File: config.mk
export PLATFORM = sky130hd
export DESIGN_NAME = draw_rect_flat
export DESIGN_NICKNAME = d
export VERILOG_FILES = /design/src/rtl/vga_pkg.sv /design/src/rtl/draw_rect_if.sv /design/src/rtl/vga_delay.sv /design/src/rtl/draw_rect.sv /design/src/flat_wrapper.sv
export SDC_FILE = /design/constraint.sdc
export NUM_CORES = 1
export LEC_CHECK = 0
export CORE_MARGIN = 8
export CORE_UTILIZATION = 44
export DETAILED_ROUTE_END_ITERATION = 10
export PLACE_DENSITY = 0.74
export SLEW_MARGIN = 30
export SYNTH_ARGS = -nofsm -noshare
export SYNTH_HDL_FRONTEND = slang
export SYNTH_SLANG_ARGS = --single-unit
File: constraint.sdc
create_clock -name pclk -period 2.74 [get_ports pclk]
set_input_delay 0.274 -clock pclk [delete_from_list [all_inputs] [get_ports pclk]]
set_output_delay 0.274 -clock pclk [all_outputs]
set_load 0.1 [all_outputs]
File: src/rtl/vga_pkg.sv
// rtl/vga_pkg.sv - shared 800x600@60 timing constants, widths and pixel-bundle types
package vga_pkg;

    localparam int H_ACTIVE = 800;
    localparam int H_TOTAL  = 1056;
    localparam int V_ACTIVE = 600;
    localparam int V_TOTAL  = 628;
    localparam int CNT_W    = 11;
    localparam int COLOR_W  = 12;

    typedef logic [CNT_W-1:0]   cnt_t;
    typedef logic [COLOR_W-1:0] color_t;

    typedef struct packed {
        cnt_t hcount;
        cnt_t vcount;
        logic hsync;
        logic vsync;
        logic hblnk;
        logic vblnk;
    } timing_t;

    // One-bit-wider sum so lo+len never wraps at the top of the counter range.
    function automatic logic in_span(cnt_t c, cnt_t lo, logic [CNT_W:0] len);
        return ({1'b0, c} >= {1'b0, lo}) && ({1'b0, c} < ({1'b0, lo} + len));
    endfunction

endpackage

File: src/rtl/draw_rect_if.sv
// rtl/draw_rect_if.sv - pixel stream bundle: timing strobes, counters and RGB
interface draw_rect_if;
    import vga_pkg::*;

    cnt_t   hcount;
    cnt_t   vcount;
    logic   hsync;
    logic   vsync;
    logic   hblnk;
    logic   vblnk;
    color_t rgb;

    modport master (output hcount, vcount, hsync, vsync, hblnk, vblnk, rgb);
    modport slave  (input  hcount, vcount, hsync, vsync, hblnk, vblnk, rgb);
endinterface

File: src/rtl/vga_delay.sv
// rtl/vga_delay.sv - WIDTH x DEPTH register pipeline with asynchronous reset
module vga_delay #(
    parameter int WIDTH = 26,
    parameter int DEPTH = 2
) (
    input  logic             clk,
    input  logic             rst,
    input  logic [WIDTH-1:0] din,
    output logic [WIDTH-1:0] dout
);

    logic [WIDTH-1:0] pipe [DEPTH];

    always_ff @(posedge clk or posedge rst) begin
        if (rst) begin
            for (int i = 0; i < DEPTH; i++) pipe[i] <= '0;
        end else begin
            pipe[0] <= din;
            for (int i = 1; i < DEPTH; i++) pipe[i] <= pipe[i-1];
        end
    end

    assign dout = pipe[DEPTH-1];

endmodule

File: src/rtl/draw_rect.sv
// rtl/draw_rect.sv - overlays a fixed-size rectangle on the VGA pixel stream, 2-cycle pipeline
// Optional outline colour on the rectangle's edge pixels: DRAW_RECT_BORDER_EN.
module draw_rect
    import vga_pkg::*;
#(
    parameter int     RECT_W       = 48,
    parameter int     RECT_H       = 64,
    parameter color_t RECT_COLOR   = 12'hF80,
    parameter color_t BORDER_COLOR = 12'h000
) (
    input  logic             pclk,
    input  logic             rst,
    draw_rect_if.slave       vga_in,
    draw_rect_if.master      vga_out,
    input  cnt_t             xpos,
    input  cnt_t             ypos
);

    localparam logic [CNT_W:0] W12 = (CNT_W+1)'(RECT_W);
    localparam logic [CNT_W:0] H12 = (CNT_W+1)'(RECT_H);

    timing_t timing_in;
    timing_t timing_s1;
    timing_t timing_s2;

    cnt_t   x_l;
    cnt_t   y_l;
    logic   vblnk_d;
    logic   in_rect;
    logic   in_rect_s1;
    logic   on_edge_s1;
    color_t rgb_s1;
    color_t rgb_mux;
    color_t rgb_q;

    assign timing_in = '{hcount: vga_in.hcount, vcount: vga_in.vcount,
                         hsync:  vga_in.hsync,  vsync:  vga_in.vsync,
                         hblnk:  vga_in.hblnk,  vblnk:  vga_in.vblnk};

    vga_delay #(.WIDTH($bits(timing_t)), .DEPTH(1)) u_dly_s1 (
        .clk  (pclk),
        .rst  (rst),
        .din  (timing_in),
        .dout (timing_s1)
    );

    vga_delay #(.WIDTH($bits(timing_t)), .DEPTH(1)) u_dly_s2 (
        .clk  (pclk),
        .rst  (rst),
        .din  (timing_s1),
        .dout (timing_s2)
    );

    // Position is sampled only at the start of vertical blanking so a frame never tears.
    always_ff @(posedge pclk or posedge rst) begin
        if (rst) begin
            vblnk_d <= 1'b0;
            x_l     <= '0;
            y_l     <= '0;
        end else begin
            vblnk_d <= vga_in.vblnk;
            if (vga_in.vblnk && !vblnk_d) begin
                x_l <= xpos;
                y_l <= ypos;
            end
        end
    end

    assign in_rect = in_span(vga_in.hcount, x_l, W12) && in_span(vga_in.vcount, y_l, H12);

    always_ff @(posedge pclk or posedge rst) begin
        if (rst) begin
            in_rect_s1 <= 1'b0;
            rgb_s1     <= '0;
        end else begin
            in_rect_s1 <= in_rect;
            rgb_s1     <= vga_in.rgb;
        end
    end

`ifdef DRAW_RECT_BORDER_EN
    logic on_edge;

    assign on_edge = in_rect &&
                     (({1'b0, vga_in.hcount} == {1'b0, x_l}) ||
                      ({1'b0, vga_in.hcount} == ({1'b0, x_l} + W12 - 1'b1)) ||
                      ({1'b0, vga_in.vcount} == {1'b0, y_l}) ||
                      ({1'b0, vga_in.vcount} == ({1'b0, y_l} + H12 - 1'b1)));

    always_ff @(posedge pclk or posedge rst) begin
        if (rst) on_edge_s1 <= 1'b0;
        else     on_edge_s1 <= on_edge;
    end
`else
    assign on_edge_s1 = 1'b0;
`endif

    always_comb begin
        rgb_mux = rgb_s1;
        if (timing_s1.hblnk || timing_s1.vblnk) rgb_mux = '0;
        else if (in_rect_s1)                    rgb_mux = on_edge_s1 ? BORDER_COLOR : RECT_COLOR;
    end

    always_ff @(posedge pclk or posedge rst) begin
        if (rst) rgb_q <= '0;
        else     rgb_q <= rgb_mux;
    end

    assign vga_out.hcount = timing_s2.hcount;
    assign vga_out.vcount = timing_s2.vcount;
    assign vga_out.hsync  = timing_s2.hsync;
    assign vga_out.vsync  = timing_s2.vsync;
    assign vga_out.hblnk  = timing_s2.hblnk;
    assign vga_out.vblnk  = timing_s2.vblnk;
    assign vga_out.rgb    = rgb_q;

endmodule

File: src/flat_wrapper.sv
// flat-port wrapper written by rule: the top's interface ports become plain ports
module draw_rect_flat import vga_pkg::*;
#(
    parameter int     RECT_W       = 48,
    parameter int     RECT_H       = 64,
    parameter color_t RECT_COLOR   = 12'hF80,
    parameter color_t BORDER_COLOR = 12'h000
)
  (pclk, rst, xpos, ypos, vga_in_hcount, vga_in_vcount, vga_in_hsync, vga_in_vsync, vga_in_hblnk, vga_in_vblnk, vga_in_rgb, vga_out_hcount, vga_out_vcount, vga_out_hsync, vga_out_vsync, vga_out_hblnk, vga_out_vblnk, vga_out_rgb);
  draw_rect_if vga_in_i ();
  draw_rect_if vga_out_i ();
  input  logic pclk;
  input  logic rst;
  input  cnt_t xpos;
  input  cnt_t ypos;
  input wire logic [$bits(vga_in_i.hcount)-1:0] vga_in_hcount;
  input wire logic [$bits(vga_in_i.vcount)-1:0] vga_in_vcount;
  input wire logic [$bits(vga_in_i.hsync)-1:0] vga_in_hsync;
  input wire logic [$bits(vga_in_i.vsync)-1:0] vga_in_vsync;
  input wire logic [$bits(vga_in_i.hblnk)-1:0] vga_in_hblnk;
  input wire logic [$bits(vga_in_i.vblnk)-1:0] vga_in_vblnk;
  input wire logic [$bits(vga_in_i.rgb)-1:0] vga_in_rgb;
  output wire logic [$bits(vga_out_i.hcount)-1:0] vga_out_hcount;
  output wire logic [$bits(vga_out_i.vcount)-1:0] vga_out_vcount;
  output wire logic [$bits(vga_out_i.hsync)-1:0] vga_out_hsync;
  output wire logic [$bits(vga_out_i.vsync)-1:0] vga_out_vsync;
  output wire logic [$bits(vga_out_i.hblnk)-1:0] vga_out_hblnk;
  output wire logic [$bits(vga_out_i.vblnk)-1:0] vga_out_vblnk;
  output wire logic [$bits(vga_out_i.rgb)-1:0] vga_out_rgb;
  assign vga_in_i.hcount = vga_in_hcount;
  assign vga_in_i.vcount = vga_in_vcount;
  assign vga_in_i.hsync = vga_in_hsync;
  assign vga_in_i.vsync = vga_in_vsync;
  assign vga_in_i.hblnk = vga_in_hblnk;
  assign vga_in_i.vblnk = vga_in_vblnk;
  assign vga_in_i.rgb = vga_in_rgb;
  assign vga_out_hcount = vga_out_i.hcount;
  assign vga_out_vcount = vga_out_i.vcount;
  assign vga_out_hsync = vga_out_i.hsync;
  assign vga_out_vsync = vga_out_i.vsync;
  assign vga_out_hblnk = vga_out_i.hblnk;
  assign vga_out_vblnk = vga_out_i.vblnk;
  assign vga_out_rgb = vga_out_i.rgb;
  draw_rect #(.RECT_W(RECT_W), .RECT_H(RECT_H), .RECT_COLOR(RECT_COLOR), .BORDER_COLOR(BORDER_COLOR)) u_core (.pclk(pclk), .rst(rst), .vga_in(vga_in_i), .vga_out(vga_out_i), .xpos(xpos), .ypos(ypos));
endmodule
* Word level (Yosys, flattened, before mapping)
Index checks and enable logic that the tools add are counted.
** Word-level totals
- Memory bits (writable) :: 0
- Bits in latches :: 0
- Flip-flop bits (word level) :: 100
- Memories :: 0
- ROM bits :: 0
- Input port bits :: 62
** Cells by class
- Add/sub/neg operators :: 2
- Bitwise operators :: 0
- Reduce and logical (&&, ||, !) cells :: 6
- Shifts and indexed selects :: 0
- Eq/ne operators :: 0
- Div/mod/pow operators :: 0
- $lt $le $gt $ge :: 4
- Multiplexer cells :: 2
- $mul :: 0
** Operators by type and width (count)
- 11-bit by 12-bit < comparator with 1-bit output :: 2
- 12-bit 2-to-1 mux :: 2
- 11-bit greater-or-equal comparator :: 2
- 11-bit by 6-bit adder with 12-bit output (second input constant) :: 1
- 11-bit by 7-bit adder with 12-bit output (second input constant) :: 1
- 1-bit logical AND :: 4
- 1-bit zero test :: 1
- 1-bit logical OR :: 1

* Logic depth before layout (Yosys ltp)
- Depth in word-level cells :: 4
- Depth in mapped cells :: 10

* By module
A second synthesis with hierarchy kept.
** Second synthesis, totals
- Cells, all modules :: 298
- Area total of the unflattened synthesis :: 3856.2 um^2
** By module, submodules not included
- draw_rect :: instances 1, area each 2547.4 um^2, cells an instance 244, sequential area each 1201.2 um^2
- vga_delay :: instances 2, area each 654.4 um^2, cells an instance 27, sequential area each 650.6 um^2

* Worst setup path after synthesis
Ideal clock, no wire load.
- Kind :: reg-to-reg
- Start point :: register u_core.x_l[4]
- End point :: register u_core.in_rect_s1
- Path buffers :: 0
- Cell stages (with the launch flop) :: 11
- Library setup time :: 0.129 ns
- Path slack :: 0.515 ns
- Data required time :: 2.611 ns
- Clock period less this slack :: 2.225 ns
- Data arrival time :: 2.096 ns
- Cells stage by stage :: dfrtp_1 inv_1 ha_1 nor3_1 nand3_1 xnor2_1 ha_1 nand3_1 a2111oi_2 a211oi_2 nor4b_2
** Between the ends
- Longest elaborated chain between the ends :: 4
- Elaborated cells on any way between the ends :: 5
** RTL lines
- start, declared :: RTL line draw_rect.sv:26 : cnt_t x_l;
- start signal, assigned :: RTL line draw_rect.sv:63 : x_l <= xpos;
- 11-bit by 6-bit adder with 12-bit output :: RTL line vga_pkg.sv:25 : return ({1'b0, c} >= {1'b0, lo}) && ({1'b0, c} < ({1'b0, lo} + len));
- 11-bit by 12-bit < comparator with 1-bit output :: RTL line vga_pkg.sv:25
- 1-bit logical AND (*) :: RTL line vga_pkg.sv:25
- 1-bit logical AND (*) :: RTL line draw_rect.sv:69 : assign in_rect = in_span(vga_in.hcount, x_l, W12) && in_span(vga_in.vcount, y_l, H12);
- named net u_core.in_rect :: RTL line draw_rect.sv:29 : logic in_rect;
- end signal, assigned :: RTL line draw_rect.sv:76 : in_rect_s1 <= in_rect;
- end, declared :: RTL line draw_rect.sv:30 : logic in_rect_s1;
The timed path passes the listed nets; every way through them passes the cells marked *.
A chain may end at the register's enable or synchronous reset.

* Worst setup path after layout
Same ends and word-level chain as after synthesis.

==> metrics.yaml <==
die_h_um: 109
antenna_cells: 0
wirelength_mm: 7.75
cp-start-kind: "flip-flop"
critical_path.top_delay_family: "simple AND/OR/NAND/NOR gates"
post_drt_wl_per_cell_um: 15.1
vias: 2454
clock_path_buffers: 2
start_util_pct: 44.8
crit_required_ns: 2.98
fin_worst_skew_ns: 0.00768
cts_resized: 0
clk_pin_slew_ns: 0.10
worstSetupPathType: "reg2reg"
ys_ff_latch: 99
nNetsFinal: 499
final_util_pct: 59.2
clock_sinks: 99
antenna_found_initial: 0
die_w_um: 109
final_cell_mix: "dfrtp_1 (99), clkdlybuf4s50_1 (61), buf_4 (40), ha_1 (36)"
min_period_ns: 2.43
fin_setup_tns_ns: 0
io_buffers: 99
synth_nets: 391
ys.warnings.count: 0
first_pass_iters: 4
cts_root_buffer: "clkbuf_8"
cts_buffers: 9
synth_cells: 293
hold_ws_ns: 0.311
drv_cap: 0
grt_pass1_vias: 2517
synth_area_um2: 3850
avgSynthCellArea_um2: 13.1
grt_max_degree: 76
status: "finished, final reports clean"
setup_ws_ns: 0.312
hpwl_mm: 5.97
gp_congestion: 0.881
vdd_ir_drop_max_v: 0.000268
crit_slowest_cell: "dfrtp_1"
cp_cell_sequence: "inv_1 -> ha_1 -> nor3_1 -> nand3_1 -> xnor2_1 -> ha_1 -> nand3_1 -> a2111oi_2 -> a211oi_2 -> nor4b_2"
crit_buf_inv: 1
coreArea_um2: 8590
tightest_slew_ns: 0.576
cts_tree: "done"
post-cts-setup-buffers: 0
clock_latency_ns: 0.36
worstPathMaxFanout: 4
grt_first_pass_wirelength_mm: 12.2
htree_levels: 3
grt.total_usage_pct: 13.3
fmax_ghz: 0.412
num_rows: 34
drc_errors: 0
ant_nets: 0
setup_viol: 0
io_pins: 100
yosysSeqAreaShare_pct: 64.4
post-route-period-util_pct: 88.6
gr-total-overflow: 0
hold_buffers: 0
hold_viol: 0
dr.first_iter.drc_count: 107
arrival_ns: 2.67
dieArea_um2: 12000
drive_gt1_share_pct: 17.0
pre_cts_slack_ns: 0.322
cpPeakStageDelay_ns: 0.41
p_leak_nw: 2.39
rsz0062_at_grt: "false"
area_growth_pct: 32.2
final_common_cell: "dfrtp_1"
ys_types: 37
power_density_nw_per_um2: 638
crit_path_end_kind: "flip-flop"
max-slew-margin-rel_pct: 61.5
slew_violations: 0
hp-class: "in2async"
vias_per_cell: 4.77
[per-stage QoR]
step / cell area, um^2 / std cells / power (mW)
after floorplan: 3850 / 293 / 2.16
after global placement: 4900 / 498 / 2.38
after detailed placement: 4900 / 498 / 2.40
after CTS: 5080 / 514 / 3.28
after global routing: 5080 / 514 / 3.44
final: 5080 / 514 / 3.25
[routing by layer]
layer | GRT usage [%] | vias to the layer above | wire length, um
li1 | - | 1215 | -
met1 | 16.8 | 1171 | 3500
met2 | 21.1 | 59 | 3640
met3 | 3.46 | 9 | 493
met4 | 5.50 | 0 | 106
met5 | 0 | - | 0
[registers in the layout, summed over array words and instances, names as in the netlist]
register              count
u_core.in_rect_s1         1
u_core.u_dly_s1.dout     26
u_core.rgb_s1            12
u_core.vga_out.rgb       12
u_core.y_l               11
u_core.u_dly_s2.dout     26
u_core.x_l               11
[cell families (layout without fill, tap and decap cells)]
| logic type | count (synthesis) | count (layout) | share of synthesized area (%) |
|---|---|---|---|
| XOR/XNOR | 8 | 8 | 1.82 |
| adder cells (fa/ha/maj) | 36 | 36 | 11.7 |
| AO/OA/AOI/OAI | 61 | 61 | 10.6 |
| AND/OR/NAND/NOR | 58 | 58 | 8.00 |
| flip-flops | 99 | 99 | 64.4 |
| multiplexers | 2 | 2 | 0.586 |
| buffers and inverters | 29 | 142 | 2.83 |
[path summary, 6_finish.rpt]
kind                                           from                       end  slack (ns)  cells after the start
setup / recovery                      u_core.x_l[4]         u_core.in_rect_s1        0.31                     10
hold / removal                                  rst   u_core.u_dly_s2.dout[7]        0.31                      2
setup reg to reg                      u_core.x_l[4]         u_core.in_rect_s1        0.31                     10
hold reg to reg            u_core.u_dly_s1.dout[16]  u_core.u_dly_s2.dout[16]        0.35                      0
max in group asynchronous                       rst  u_core.u_dly_s1.dout[24]        1.69                      3
min in group pclk                     vga_in_rgb[3]          u_core.rgb_s1[3]        0.34                      1
[layout make-up]
type	count	area (um^2)
Fill cell	715	3510
Sequential cell	99	2480
Clock inverter	6	47.5
Clock buffer	10	138
Tap cell	108	135
Inverter	24	93.8
Timing Repair Buffer	102	931
Multi-Input combinational cell	165	1260
[report_power, final]
| part | total (mW) | leakage [nW] | switching [mW] | internal, mW |
|---|---|---|---|---|
| Combinational | 0.758 | 1.10 | 0.473 | 0.285 |
| Clock | 0.882 | 0.0989 | 0.515 | 0.367 |
| Sequential | 1.61 | 1.19 | 0.0473 | 1.56 |
[synth_stat cells, drive strengths merged]
master   number  share of area, %
o21ai        24               3.1
a21o          9               1.8
nor2b         2              0.33
o2bb2ai       1              0.23
mux2          2              0.59
nand2b        2              0.33
and3          1              0.16
nor3          4              0.81
a21oi        10               1.3
xnor2         7               1.6
o211ai        1              0.33
a211o         1              0.23
o31ai         1              0.20
nand3         7              0.91
ha           36                12
nand4b        1              0.23
o2111ai       1              0.39
a2111oi       1              0.39
nor2          5              0.49
inv          24               2.3
xor2          1              0.23
nand4         4              0.65
clkbuf        5              0.49
a221oi        1              0.39
nor4b         1              0.39
dfrtp        99                64
and2          7               1.1
a41oi         1              0.23
nand2        22               2.1
nor3b         1              0.20
and4          1              0.23
a211oi        4              0.91
o21a          6               1.2
Power figures use the tool's default switching activity.
==> patch: new RTL, config.mk and constraints unchanged <==
Set the package constant `CNT_W` to 22 (it was 11).
--- a/src/rtl/vga_pkg.sv
+++ b/src/rtl/vga_pkg.sv
@@ -5,7 +5,7 @@
     localparam int H_TOTAL  = 1056;
     localparam int V_ACTIVE = 600;
     localparam int V_TOTAL  = 628;
-    localparam int CNT_W    = 11;
+    localparam int CNT_W    = 22;
     localparam int COLOR_W  = 12;
 
     typedef logic [CNT_W-1:0]   cnt_t;
Ports: changed (6 resized); port bits go from 100 to 166. The function was not compared with the original's and may differ.
==> patch against the unedited design <==
Core utilization rose by 2.2 points. Setup slack got worse by 0.20 ns. Synthesized area rose by 84%. Sequential cell count rose by 66. Total power rose by 100%. Design area rose by 90%. Die area rose by 70%. Routed wire length rose by 120%. Critical path type unchanged.
==> patch: results (changes against the unedited design) <==
metric	value	unit	change
grt_overflow	0		unchanged
vias	5136		+110%
clk_latency	0.42	ns	+0.06 ns
gp_congestion	0.871		-1.1%
ant_nets	0		unchanged
syn_nets	781		+100%
fillers	1271		+78%
slew_headroom	0.484		-0.131
hold_slack	0.291	ns	-0.0205 ns
critPathArrivalTime	2.93	ns	+0.26 ns
yosysSeqAreaShare	0.584		-0.0600
met1Wirelength	7.17	mm	+100%
synthTopCellsByCount	dfrtp_1, ha_1, nand2_1, o21ai_0, inv_1		
ys_ff_latch	165		+67%
slowest_delay	0.38	ns	-0.03 ns
status	finished clean		
hpwlAfterDp	13.2	mm	+120%
p_clk_frac	0.368		+0.096
ctsLongestPathBuffers	2		unchanged
final_layout_size_suffix_gt1_frac	0.170		about the same
vias_per_cell	5.05		+5.8%
clk_pin_slew_worst_paths	0.06	ns	-0.04 ns
dp_cells	980		+97%
crit_type	flip-flop to flip-flop		
irDropWorstVdd	429	uV	+60%
portBuffers	165		+67%
dr_wl_met2	8.63	mm	+140%
power_frac_seq	0.413		-0.082
switching_share	0.295		-0.0240
nets	974		+95%
synth.distinct_cells	44		+19%
hold_end	u_core.rgb_s1[3]		
ctsHtreeMaxLevel	4		+1
root_buffer	clkbuf_16		
first_pass_iters	5		+1
antenna_found_initial	0		unchanged
cts_resized	2		+2
async_reset_ff_frac	1.00		unchanged
regToRegSetupSlack	0.11	ns	-0.20 ns
cts_buffers	17		+8
yosys-top-cells-area	dfrtp_1, ha_1, o21ai_0		
grt_pass1_wl	27.4	mm	+120%
route.top_layer_used	met4		
post_cts_buffers	1		+1
clock_skew	0.00776	ns	+0.0000809 ns
drtIter0Drc	196		+83%
wirelength	17.2	mm	+120%
cp_max_fo	3		-1
grt_pass1_vias	5480		+120%
reg2reg_depth	12		+2
worstHoldPathType	primary input to flip-flop		
r2r_start	u_core.x_l[5]		
synthCells	595		+100%
p_leak	4.40	nW	+84%
wl_met3	984	um	+100%
grt_max_degree	61		-20%
grt_use_total	0.173		+0.0401
whs_path_depth	1		
patch: per-stage QoR:
step                setup WS (ns)  cell area [um^2]  total power [mW]  setup TNS (ns)
floorplan                  0.0478              7070              3.64               0
global placement           0.0266              8960              4.09               0
detailed placement        -0.0502              8960              4.13         -0.0502
CTS                        0.0482              9570              6.58               0
global route              -0.0699              9680              6.86         -0.0699
finish                      0.110              9680              6.55               0
patch: layout make-up:
class	count	area share
clock buffers	21	0.0465
clock inverters	11	0.0154
inverters	47	0.0186
multi-input cells	373	0.292
flip-flops and latches	165	0.426
well taps	216	0.0279
repair buffers	184	0.174
patch: kinds of logic after synthesis:
kind of cell    share of synthesized area
xor+xnor                           0.0372
simple gates                        0.104
compound gates                      0.100
flops                               0.584
buf+inv                            0.0303
mux                               0.00319
fa+ha+maj                           0.142
patch: metal layers:
layer / vias to the layer above / global-route usage
li1: 2448 / -
met1: 2490 / 0.209
met2: 162 / 0.286
met3: 36 / 0.0414
met4: 0 / 0.0794
met5: - / 0
